==> config.mk <==
export PLATFORM = sky130hd
export DESIGN_NAME = multicycle_ctrl_fsm
export DESIGN_NICKNAME = d
export VERILOG_FILES = /design/src/rtl/multicycle_ctrl_fsm.sv
export SDC_FILE = /design/constraint.sdc
export NUM_CORES = 1
export LEC_CHECK = 0
export ABC_AREA = 0
export BUFFER_PORTS_ARGS = -buffer_cell sky130_fd_sc_hd__buf_2
export CAP_MARGIN = 20
export CORE_MARGIN = 5
export CORE_UTILIZATION = 45
export DETAILED_ROUTE_END_ITERATION = 10
export GPL_ROUTABILITY_DRIVEN = 0
export GPL_TIMING_DRIVEN = 0
export HOLD_SLACK_MARGIN = 0.1
export PLACE_DENSITY = 0.7
export RECOVER_POWER = 100
export SKIP_CTS_REPAIR_TIMING = 1
export SLEW_MARGIN = 10
export SYNTH_ARGS = -nofsm -noshare
export SYNTH_HDL_FRONTEND = slang
export SYNTH_SLANG_ARGS = --single-unit
export TNS_END_PERCENT = 5
==> constraint.sdc <==
create_clock -name clk_i -period 3.1 [get_ports clk_i]
set_input_delay 0.155 -clock clk_i [delete_from_list [all_inputs] [get_ports clk_i]]
set_output_delay 0.155 -clock clk_i [all_outputs]
set_load 0.01 [all_outputs]
==> src/rtl/multicycle_ctrl_fsm.sv <==
// Multicycle control sequencer: steps one RV32I-subset instruction through FETCH/DECODE/EXECUTE/MEM/WB,
// sharing one memory port via req/ready, with a retired counter and a sticky trap state.
module multicycle_ctrl_fsm #(
    parameter int MEM_TIMEOUT = 15,
    parameter int CNT_W       = 32
) (
    input  logic             clk_i,
    input  logic             rst_i,
    input  logic [6:0]       opcode_i,
    input  logic             mem_ready_i,
    output logic             mem_req_o,
    output logic             mem_we_o,
    output logic             iord_o,
    output logic             ir_write_o,
    output logic             pc_write_o,
    output logic             branch_o,
    output logic             alu_src_o,
    output logic [1:0]       alu_op_o,
    output logic             reg_write_o,
    output logic             mem_to_reg_o,
    output logic [2:0]       state_o,
    output logic             retire_o,
    output logic [CNT_W-1:0] retired_cnt_o,
    output logic [1:0]       err_code_o
);
    localparam int                WAIT_W     = (MEM_TIMEOUT > 0) ? $clog2(MEM_TIMEOUT + 1) : 1;
    localparam logic              TIMEOUT_EN = (MEM_TIMEOUT != 0);
    localparam logic [WAIT_W-1:0] WAIT_LIMIT = WAIT_W'(MEM_TIMEOUT);

    localparam logic [6:0] OP_OPIMM  = 7'b0010011;
    localparam logic [6:0] OP_RTYPE  = 7'b0110011;
    localparam logic [6:0] OP_BRANCH = 7'b1100011;
    localparam logic [6:0] OP_LOAD   = 7'b0000011;
    localparam logic [6:0] OP_STORE  = 7'b0100011;

    typedef enum logic [2:0] {
        S_IDLE    = 3'd0,
        S_FETCH   = 3'd1,
        S_DECODE  = 3'd2,
        S_EXECUTE = 3'd3,
        S_MEM     = 3'd4,
        S_WB      = 3'd5,
        S_TRAP    = 3'd6
    } state_t;

    typedef enum logic [2:0] {
        CLS_OPIMM,
        CLS_RTYPE,
        CLS_BRANCH,
        CLS_LOAD,
        CLS_STORE,
        CLS_ILLEGAL
    } cls_t;

    state_t            state, state_next;
    cls_t              cls, dec_cls;
    logic [WAIT_W-1:0] wait_cnt;
    logic [1:0]        err_code, err_next;
    logic [CNT_W-1:0]  retired_cnt;
    logic              timeout_hit;

    always_comb begin
        case (opcode_i)
            OP_OPIMM:  dec_cls = CLS_OPIMM;
            OP_RTYPE:  dec_cls = CLS_RTYPE;
            OP_BRANCH: dec_cls = CLS_BRANCH;
            OP_LOAD:   dec_cls = CLS_LOAD;
            OP_STORE:  dec_cls = CLS_STORE;
            default:   dec_cls = CLS_ILLEGAL;
        endcase
    end

    // Ready arriving in the limit cycle wins, since the FETCH/MEM branches test ready first.
    assign timeout_hit = TIMEOUT_EN && (wait_cnt == WAIT_LIMIT);

    always_comb begin
        state_next   = state;
        err_next     = err_code;
        mem_req_o    = 1'b0;
        mem_we_o     = 1'b0;
        iord_o       = 1'b0;
        ir_write_o   = 1'b0;
        pc_write_o   = 1'b0;
        branch_o     = 1'b0;
        alu_src_o    = 1'b0;
        alu_op_o     = 2'b00;
        reg_write_o  = 1'b0;
        mem_to_reg_o = 1'b0;
        retire_o     = 1'b0;
        case (state)
            S_IDLE: state_next = S_FETCH;
            S_FETCH: begin
                mem_req_o = 1'b1;
                if (mem_ready_i) begin
                    ir_write_o = 1'b1;
                    pc_write_o = 1'b1;
                    state_next = S_DECODE;
                end else if (timeout_hit) begin
                    err_next   = 2'b10;
                    state_next = S_TRAP;
                end
            end
            S_DECODE: begin
                if (dec_cls == CLS_ILLEGAL) begin
                    err_next   = 2'b01;
                    state_next = S_TRAP;
                end else begin
                    state_next = S_EXECUTE;
                end
            end
            S_EXECUTE: begin
                case (cls)
                    CLS_RTYPE: begin
                        alu_op_o   = 2'b10;
                        state_next = S_WB;
                    end
                    CLS_OPIMM: begin
                        alu_op_o   = 2'b11;
                        alu_src_o  = 1'b1;
                        state_next = S_WB;
                    end
                    CLS_BRANCH: begin
                        alu_op_o   = 2'b01;
                        branch_o   = 1'b1;
                        retire_o   = 1'b1;
                        state_next = S_FETCH;
                    end
                    default: begin
                        alu_src_o  = 1'b1;
                        state_next = S_MEM;
                    end
                endcase
            end
            S_MEM: begin
                mem_req_o = 1'b1;
                iord_o    = 1'b1;
                mem_we_o  = (cls == CLS_STORE);
                if (mem_ready_i) begin
                    if (cls == CLS_STORE) begin
                        retire_o   = 1'b1;
                        state_next = S_FETCH;
                    end else begin
                        state_next = S_WB;
                    end
                end else if (timeout_hit) begin
                    err_next   = 2'b10;
                    state_next = S_TRAP;
                end
            end
            S_WB: begin
                reg_write_o  = 1'b1;
                mem_to_reg_o = (cls == CLS_LOAD);
                retire_o     = 1'b1;
                state_next   = S_FETCH;
            end
            S_TRAP: state_next = S_TRAP;
            default: state_next = S_IDLE;
        endcase
    end

    always_ff @(posedge clk_i or posedge rst_i) begin
        if (rst_i) begin
            state       <= S_IDLE;
            cls         <= CLS_ILLEGAL;
            wait_cnt    <= '0;
            err_code    <= 2'b00;
            retired_cnt <= '0;
        end else begin
            state    <= state_next;
            err_code <= err_next;
            if (state == S_DECODE) begin
                cls <= dec_cls;
            end
            if (state_next != state) begin
                wait_cnt <= '0;
            end else if (TIMEOUT_EN && mem_req_o && !mem_ready_i && !timeout_hit) begin
                wait_cnt <= wait_cnt + WAIT_W'(1);
            end
            if (retire_o) begin
                retired_cnt <= retired_cnt + CNT_W'(1);
            end
        end
    end

    assign state_o       = state;
    assign err_code_o    = err_code;
    assign retired_cnt_o = retired_cnt;

endmodule

After elaboration in Yosys (flattened, before gate mapping)
Cells that the tools add are included.

cells by class
  add/sub/neg operators = 2
  equal/unequal tests = 21
  muxes and demuxes = 30
  reductions and logical operators = 13

operators with widths
  operator                                                                number
  32-bit by 1-bit adder with 32-bit output (second input constant)        1
  3-bit case mux with 6 select lines                                      1
  3-bit equality test (second input constant)                             5
  3-bit two-way mux                                                       5
  3-bit case mux with 5 select lines                                      1
  7-bit by 6-bit equality test with 1-bit output (second input constant)  2
  1-bit two-way mux                                                       13
  3-bit by 2-bit equality test with 1-bit output (second input constant)  4
  2-bit two-way mux                                                       4
  4-bit two-way mux                                                       2
  2-bit OR reduction                                                      4
  7-bit by 2-bit equality test with 1-bit output (second input constant)  1
  7-bit by 5-bit equality test with 1-bit output (second input constant)  1
  7-bit equality test (second input constant)                             1
  3-bit by 1-bit equality test with 1-bit output (second input constant)  2
  3-bit logical NOT                                                       2
  2-bit case mux with 3 select lines                                      1
  3-bit case mux with 2 select lines                                      1
  4-bit by 1-bit adder with 4-bit output (second input constant)          1
  4-bit equality test (second input constant)                             1
  2-bit != test (second input constant)                                   2
  2-bit case mux with 2 select lines                                      1
  4-bit AND reduction                                                     1
  2-bit nonzero test                                                      2
  other kinds (5)                                                         7

word-level totals
  bits in registers = 44
  input bits = 10
  output and inout port bits = 49
  word-level logic and storage cells = 71

Longest topological paths before layout
Gate-level depths: netlist (run 1).

  word-level depth = 7
  gate-level depth with buffers = 7
  gate-level depth less buffers = 6

Least setup slack after synthesis (run 1)
OpenSTA, ideal clock, no wires.

  path kind = register -> register
  start point = reg cls[0]
  end point = reg retired_cnt[4], in the netlist retired_cnt_o[4]
  library setup time = 0.127 ns
  arrival = 1.662 ns
  required time = 2.973 ns
  slack = 1.310 ns
  cell stages (with the launch flop) = 7
  path buffers = 1
  period minus slack after synthesis = 1.790 ns
  cells stage by stage = dfstp_2 clkbuf_1 nor3b_2 a31oi_1 nand2_1 and4_1 xor2_1

between the ends
  word-level cells in the longest chain between the ends = 4
  elaborated cells between the ends (all ways) = 6
  classes of those cells = eq/ne (2); mux (4)

RTL lines
  element                               line  RTL
  start: declaration                    56    cls_t cls, dec_cls;
  start signal: assignment              172   cls <= dec_cls;
  3-bit equality test                   139   if (cls == CLS_STORE) begin
  1-bit two-way mux                     139
  1-bit two-way mux                     138   if (mem_ready_i) begin
  1-bit case mux with 3 select lines *  90    case (state)
  named net retire_o                    22    output logic retire_o,
  end signal: assignment                180   retired_cnt <= retired_cnt + CNT_W'(1);
  end: declaration                      59    logic [CNT_W-1:0] retired_cnt;

The timed path passes the listed nets; every way through them passes the cells marked *.
A chain may end at the register's enable or synchronous reset.

Final worst setup path (run 1)
  start point = reg cls[2]
  end point = reg retired_cnt[29], in the netlist retired_cnt_o[29]

between the ends
  word-level cells in the longest chain between the ends = 4
  elaborated cells between the ends (all ways) = 6
  classes of those cells = eq/ne (2); mux (4)

RTL lines
  element                               line
  3-bit equality test                   139
  1-bit two-way mux                     139
  1-bit two-way mux                     138
  1-bit case mux with 3 select lines *  90

Every way passes the cells marked *; elsewhere a longest branch is shown, timed or not.

==> results of run 1 <==
[layer usage]
metal  part of all wire, %  track usage, %  vias up
met5                     0               0        -
met4                  0.96            5.57        0
met3                   4.8            3.77        4
met2                    48            26.1       56
met1                    46            21.7      905
li1                      -               -      910
[kinds of logic after synthesis]
| logic type | Yosys count | synth area share (%) |
|---|---|---|
| muxes | 3 | 1.43 |
| DFF | 44 | 48.4 |
| buffers and inverters | 16 | 2.91 |
| AOI/OAI and AO/OA | 29 | 9.82 |
| adders and majority gates | 2 | 1.10 |
| xor gates and xnor gates | 36 | 13.8 |
| and+or+nand+nor | 89 | 22.5 |
[worst reg2reg max path, cell delays in order, from the launching register on]
cell and delay [ps]:
dfstp_1 650, nor3b_1 540, a31o_2 280, o211ai_1 290, nor4_1 450, xor2_1 180
[area by class of cell]
class,count,area [um2],share of cell area (%)
sequential,44,1100,41.0
multi-input combinational,159,1090,40.4
timing repair buffer,59,241,8.98
tap,70,87.6,3.26
clock buffer,6,72.6,2.70
clock inverter,2,35.0,1.30
inverter,9,33.8,1.26
buffer,7,30.0,1.12
[stage by stage]
stage          instance area (um2)  cells  utilization (%)  hold slack [ps]  setup WS [ps]
5_1_grt                       2690    356             53.7              245            447
6_report                      2690    356             53.7              230            652
3_3_place_gp                  2650    346             52.9              454           1030
4_1_cts                       2780    355             55.5             -125            982
3_5_place_dp                  2670    347             53.3              204            980
2_1_floorplan                 2280    219                -              349           1310
[report_power, final]
group | switching [uW] | internal, uW | leakage (uW)
Sequential | 91.8 | 656 | 0.000569
Clock | 193 | 239 | 0.0000552
Combinational | 317 | 209 | 0.000596
[worst max path at each step]
stage               startpoint           endpoint  slack [ps]  cells after the start
floorplan               cls[0]   retired_cnt_o[4]        1310                      6
global placement        cls[2]  retired_cnt_o[16]        1030                      5
detailed placement      cls[2]  retired_cnt_o[18]         980                      5
CTS                     cls[2]  retired_cnt_o[18]         980                      5
global route             rst_i   retired_cnt_o[1]         450                      4
finish                  cls[2]  retired_cnt_o[29]         650                      5
[sequential cells by signal (all words and copies together), names as in the netlist]
register,cells
cls,3
wait_cnt,4
err_code_o,2
state_o,3
retired_cnt_o,32
[cell usage after synthesis, types with 3 or more instances]
library cell,instances,share of area (%)
nor2_1,17,2.8
nand4_1,8,2.2
nand3_1,12,2.6
xor2_1,16,6.1
inv_1,8,1.3
dfrtp_1,42,46
a21oi_1,7,1.5
xnor2_1,20,7.7
and4_1,3,1.2
nor4_1,4,1.1
clkbuf_1,4,0.66
nand2b_1,3,0.82
o21ai_0,3,0.66
nand2_1,10,1.6
and3_1,7,1.9
nor3_1,9,2.0
==> key figures, run 1 <==
Floorplan
  – DIE AREA: 6590 um2
  – DIE HEIGHT: 81.2 um
  – Row Count: 26
  – Die Wd: 81.2 um
  – Initial Util: 45.5%
  – Boundary Pins: 59
  – Core area: 5010 um2

Cells and area
  – Most frequent cells in the layout: 54 x clkbuf_1, 42 x dfrtp_1, 20 x xnor2_1
  – Most common cell after layout, fill and taps aside: clkbuf_1
  – Fin nets: 297
  – Share of layout cells above drive strength 1: 9.79%
  – Layout area overhead: 18.0%
  – # fillers: 518
  – # diodes: 0

Place
  – Port bufs: 57
  – Dpl hpwl: 3.69 mm

Detailed routing
  – First DRT Iteration DRCs: 77
  – Mean number of vias per cell: 5.27
  – DR pass1 iterations: 5
  – Final WL: 4.99 mm
  – Wire length per cell: 14.0 um
  – Drt drc: 0
  – Via count: 1875
  – Detail Route Antenna Nets: 0

Flow run
  – Max Cap Viol: 0

Timing
  – Max-slew headroom: 14.2%
  – Setup TNS: 0 ps
  – Worst-Margin Slew: 1290 ps
  – Final Cycle Share: 79.0%
  – Slew Limit Fails: 0
  – # setup viols final: 0
  – Fin crit period: 2450 ps
  – Final count of hold timing violations: 0
  – RSZ-0062 raised after global routing: no
  – Setup Skew: 7.86 ps
  – Fmax: 0.408 GHz

Global route
  – Global-route wire length before repair: 8.27 mm
  – Grt total ovfl: 0
  – GRT Overall Usage: 16.3%
  – Largest net degree at the start of global routing: 25
  – Number of global-route vias before repair: 1737
  – Initial antenna violation count: 0

Critical path
  – R2R setup slack: 650 ps
  – Crit-path cells: nor3b_1 -> a31o_2 -> o211ai_1 -> nor4_1 -> xor2_1
  – Crit path DAT: 2670 ps
  – FF-to-FF End: retired_cnt_o[29]
  – Critical path's top delay family: simple AND/OR/NAND/NOR gates
  – Startpoint Class: register
  – Largest stage delay, worst path: 650 ps
  – CP max stage cell: dfstp_1
  – Crit Path Category: register to register
  – Worst reg2reg path depth: 5
  – WP data required: 3330 ps
  – Critical-path maximum fanout: 8
  – Buf/Inv on CP: 0
  – Crit. End Element: register
  – Critical R2R Launch: cls[2]

Logic synthesis
  – Mean Syn Cell Area: 10.4 um2
  – Distinct cell type count after synthesis: 50
  – Net Count, Synth: 231
  – Asr flop ratio synth: 100%
  – Number of synthesized flops with an enable pin: 0
  – Synth Flop Type: dfrtp_1
  – Post-synthesis cell count: 219
  – Register area share after synthesis: 48.4%
  – Flops & latches, synth: 44
  – Synth Cell Area: 2280 um2
  – Warnings, synthesis: 0

Clock tree
  – CTS Buf Count: 5
  – Worst skew pair latency: 290 ps
  – TritonCTS clock tree: done
  – Clk slew on worst S/H paths: 80 ps
  – Clock Path Buffers: 2
  – H-tree depth reported by CTS: 2
  – Root buf cell: clkbuf_8
  – Clk sinks: 44

Min path
  – Worst Hold Class: input pin to register
  – Hold Crit Start: opcode_i[6]
  – Hold worst-path end: cls[2]
  – Hold Path Stages: 4

Power
  – Pwr dens: 634 nW/um2
  – Peak VDD IR: 0.254 mV
  – P_leak: 0.00122 uW
  – Post-route total power: 1710 uW

Outcome
  – Status: finished, final reports clean
(Power assumes the default switching activity.)
==> inputs of run 2 (changes only) <==
PLACE_DENSITY = 0.72   (was 0.7)
clock period = 2.1 ns   (was 3.1 ns; I/O delays follow)
==> run 2 against run 1 <==
Via count increased by 0.69%. Largest power group unchanged. Clock skew decreased by 4.6 ps. Die area unchanged. Hold slack got worse by 54 ps. Non-clock buffer count unchanged. Combinational power increased by 52%. Register-to-register slack got worse by 480 ps. Power increased by 44%.
==> key figures, run 2 (synthesis results as in run 1) <==
Outcome
  – Status: finished, final reports clean (unchanged)

Timing
  – Setup TNS: 0 ps (unchanged)
  – Max-slew headroom: 47.6% (was 14.2%)
  – Slew Limit Fails: 0 (unchanged)
  – RSZ-0062 raised after global routing: no (unchanged)
  – Hold WS: 176 ps (was 230 ps)
  – Fmax: 0.517 GHz
  – Setup Skew: 3.22 ps (was 7.86 ps)
  – Fin crit period: 1930 ps
  – Final Cycle Share: 92.0%
  – Final count of hold timing violations: 0 (unchanged)
  – Worst-Margin Slew: 786 ps (was 1290 ps)
  – # setup viols final: 0 (unchanged)

Critical path
  – Largest stage delay, worst path: 610 ps (was 650 ps)
  – Critical path's top delay family: flip-flops (was simple AND/OR/NAND/NOR gates)
  – WP data required: 2000 ps (was 3330 ps)
  – Crit Path Category: register to output port (was register to register)
  – Crit. End Element: output port (was register)
  – Crit-path cells: nor3b_2 -> a31oi_1 -> nand2_1 -> clkbuf_2 (was nor3b_1 -> a31o_2 -> o211ai_1 -> nor4_1 -> xor2_1)
  – Startpoint Class: register (unchanged)
  – Crit path DAT: 1830 ps (was 2670 ps)
  – Critical-path maximum fanout: 8 (unchanged)
  – Buf/Inv on CP: 1 (was 0)
  – CP max stage cell: dfstp_2 (was dfstp_1)

Clock tree
  – Worst skew pair latency: 290 ps (about the same)
  – Clk sinks: 44 (unchanged)
  – CTS Buf Count: 5 (unchanged)
  – Root buf cell: clkbuf_8 (unchanged)
  – TritonCTS clock tree: done (unchanged)
  – Clock Path Buffers: 2 (unchanged)
  – Clk slew on worst S/H paths: 80 ps (about the same)
  – H-tree depth reported by CTS: 2 (unchanged)

Floorplan
  – DIE HEIGHT: 81.2 um (unchanged)
  – DIE AREA: 6590 um2 (unchanged)
  – Die Wd: 81.2 um (unchanged)
  – Boundary Pins: 59 (unchanged)
  – Core area: 5010 um2 (unchanged)
  – Row Count: 26 (unchanged)
  – Initial Util: 45.5% (unchanged)

Cells and area
  – Max reg flops: 32 (unchanged)
  – Final core occ: 54.4% (was 53.7%)
  – Most frequent cells in the layout: 48 x clkbuf_1, 42 x dfrtp_1, 20 x xnor2_1 (was 54 x clkbuf_1, 42 x dfrtp_1, 20 x xnor2_1)
  – Most common cell after layout, fill and taps aside: clkbuf_1 (unchanged)
  – Share of layout cells above drive strength 1: 14.7% (was 9.79%)
  – # diodes: 0 (unchanged)
  – Final Cell Area: 2730 um2 (was 2690 um2)
  – Register area: 1100 um2 (unchanged)
  – Multi-input gate area: 1130 um2 (was 1090 um2)
  – Fin nets: 297 (unchanged)
  – # fillers: 497 (was 518)
  – Layout area overhead: 19.6% (was 18.0%)

Power
  – P_leak: 0.00123 uW (was 0.00122 uW)
  – Pwr dens: 900 nW/um2 (was 634 nW/um2)
  – Post-route total power: 2450 uW (was 1710 uW)
  – Peak VDD IR: 0.396 mV (was 0.254 mV)

Detailed routing
  – First DRT Iteration DRCs: 73 (was 77)
  – Mean number of vias per cell: 5.30 (was 5.27)
  – Detail Route Antenna Nets: 0 (unchanged)
  – Via count: 1888 (was 1875)
  – Wire length per cell: 13.8 um (was 14.0 um)
  – DR pass1 iterations: 5 (unchanged)
  – Drt drc: 0 (unchanged)
  – Final WL: 4.90 mm (was 4.99 mm)

Global route
  – Number of global-route vias before repair: 1772 (was 1737)
  – GRT Overall Usage: 16.2% (was 16.3%)
  – Global-route wire length before repair: 8.42 mm (was 8.27 mm)
  – Initial antenna violation count: 0 (unchanged)
  – Grt total ovfl: 0 (unchanged)
  – Largest net degree at the start of global routing: 25 (unchanged)

Place
  – Dpl hpwl: 3.64 mm (was 3.69 mm)
  – Placed cell areas: 2670 um2 (unchanged)
  – Port bufs: 57 (unchanged)

Min path
  – Worst Hold Class: input pin to register (unchanged)

Flow run
  – Max Cap Viol: 0 (unchanged)
==> run 2: area by class of cell <==
type,instances,share of cell area (%)
inverter,9,1.24
buffer,7,1.24
clock inverter,2,0.550
multi-input combinational,159,41.3
tap,70,3.21
sequential,44,40.5
clock buffer,6,3.03
timing repair buffer,59,8.94
==> run 2: final timing paths <==
check,to,slack (ps),depth (start not counted),startpoint
min reg2reg,retired_cnt_o[31],480,1,retired_cnt_o[31]
max in group asynchronous,retired_cnt_o[12],540,4,rst_i
min,cls[2],180,4,opcode_i[6]
max reg2reg,retired_cnt_o[31],170,5,cls[2]
min in group asynchronous,state_o[1],500,3,rst_i
max,retire_o,170,4,cls[2]
==> run 2: metal layers <==
layer	share of wire, %	track usage (%)
met1	46	21.8
met2	45	25.9
met3	8.2	4.77
met4	0.86	3.55
met5	0	0
==> run 2: stage by stage <==
step | cells | setup WS (ps)
after CTS | 355 | 49.6
final | 356 | 167
after global placement | 346 | 42.0
after floorplan | 219 | 310
after global routing | 356 | 17.1
after detailed placement | 347 | 78.4
==> run 2: report_power, final <==
part           internal (uW)  switching [uW]  total [uW]
Sequential               969             129        1100
Clock                    266             291         557
Combinational            318             481         799
==> run 2: tightest hold or removal path, stage by stage <==
cell,delay (ps)
buf_2,120
xnor2_1,80
nor2_1,90
a21oi_1,80
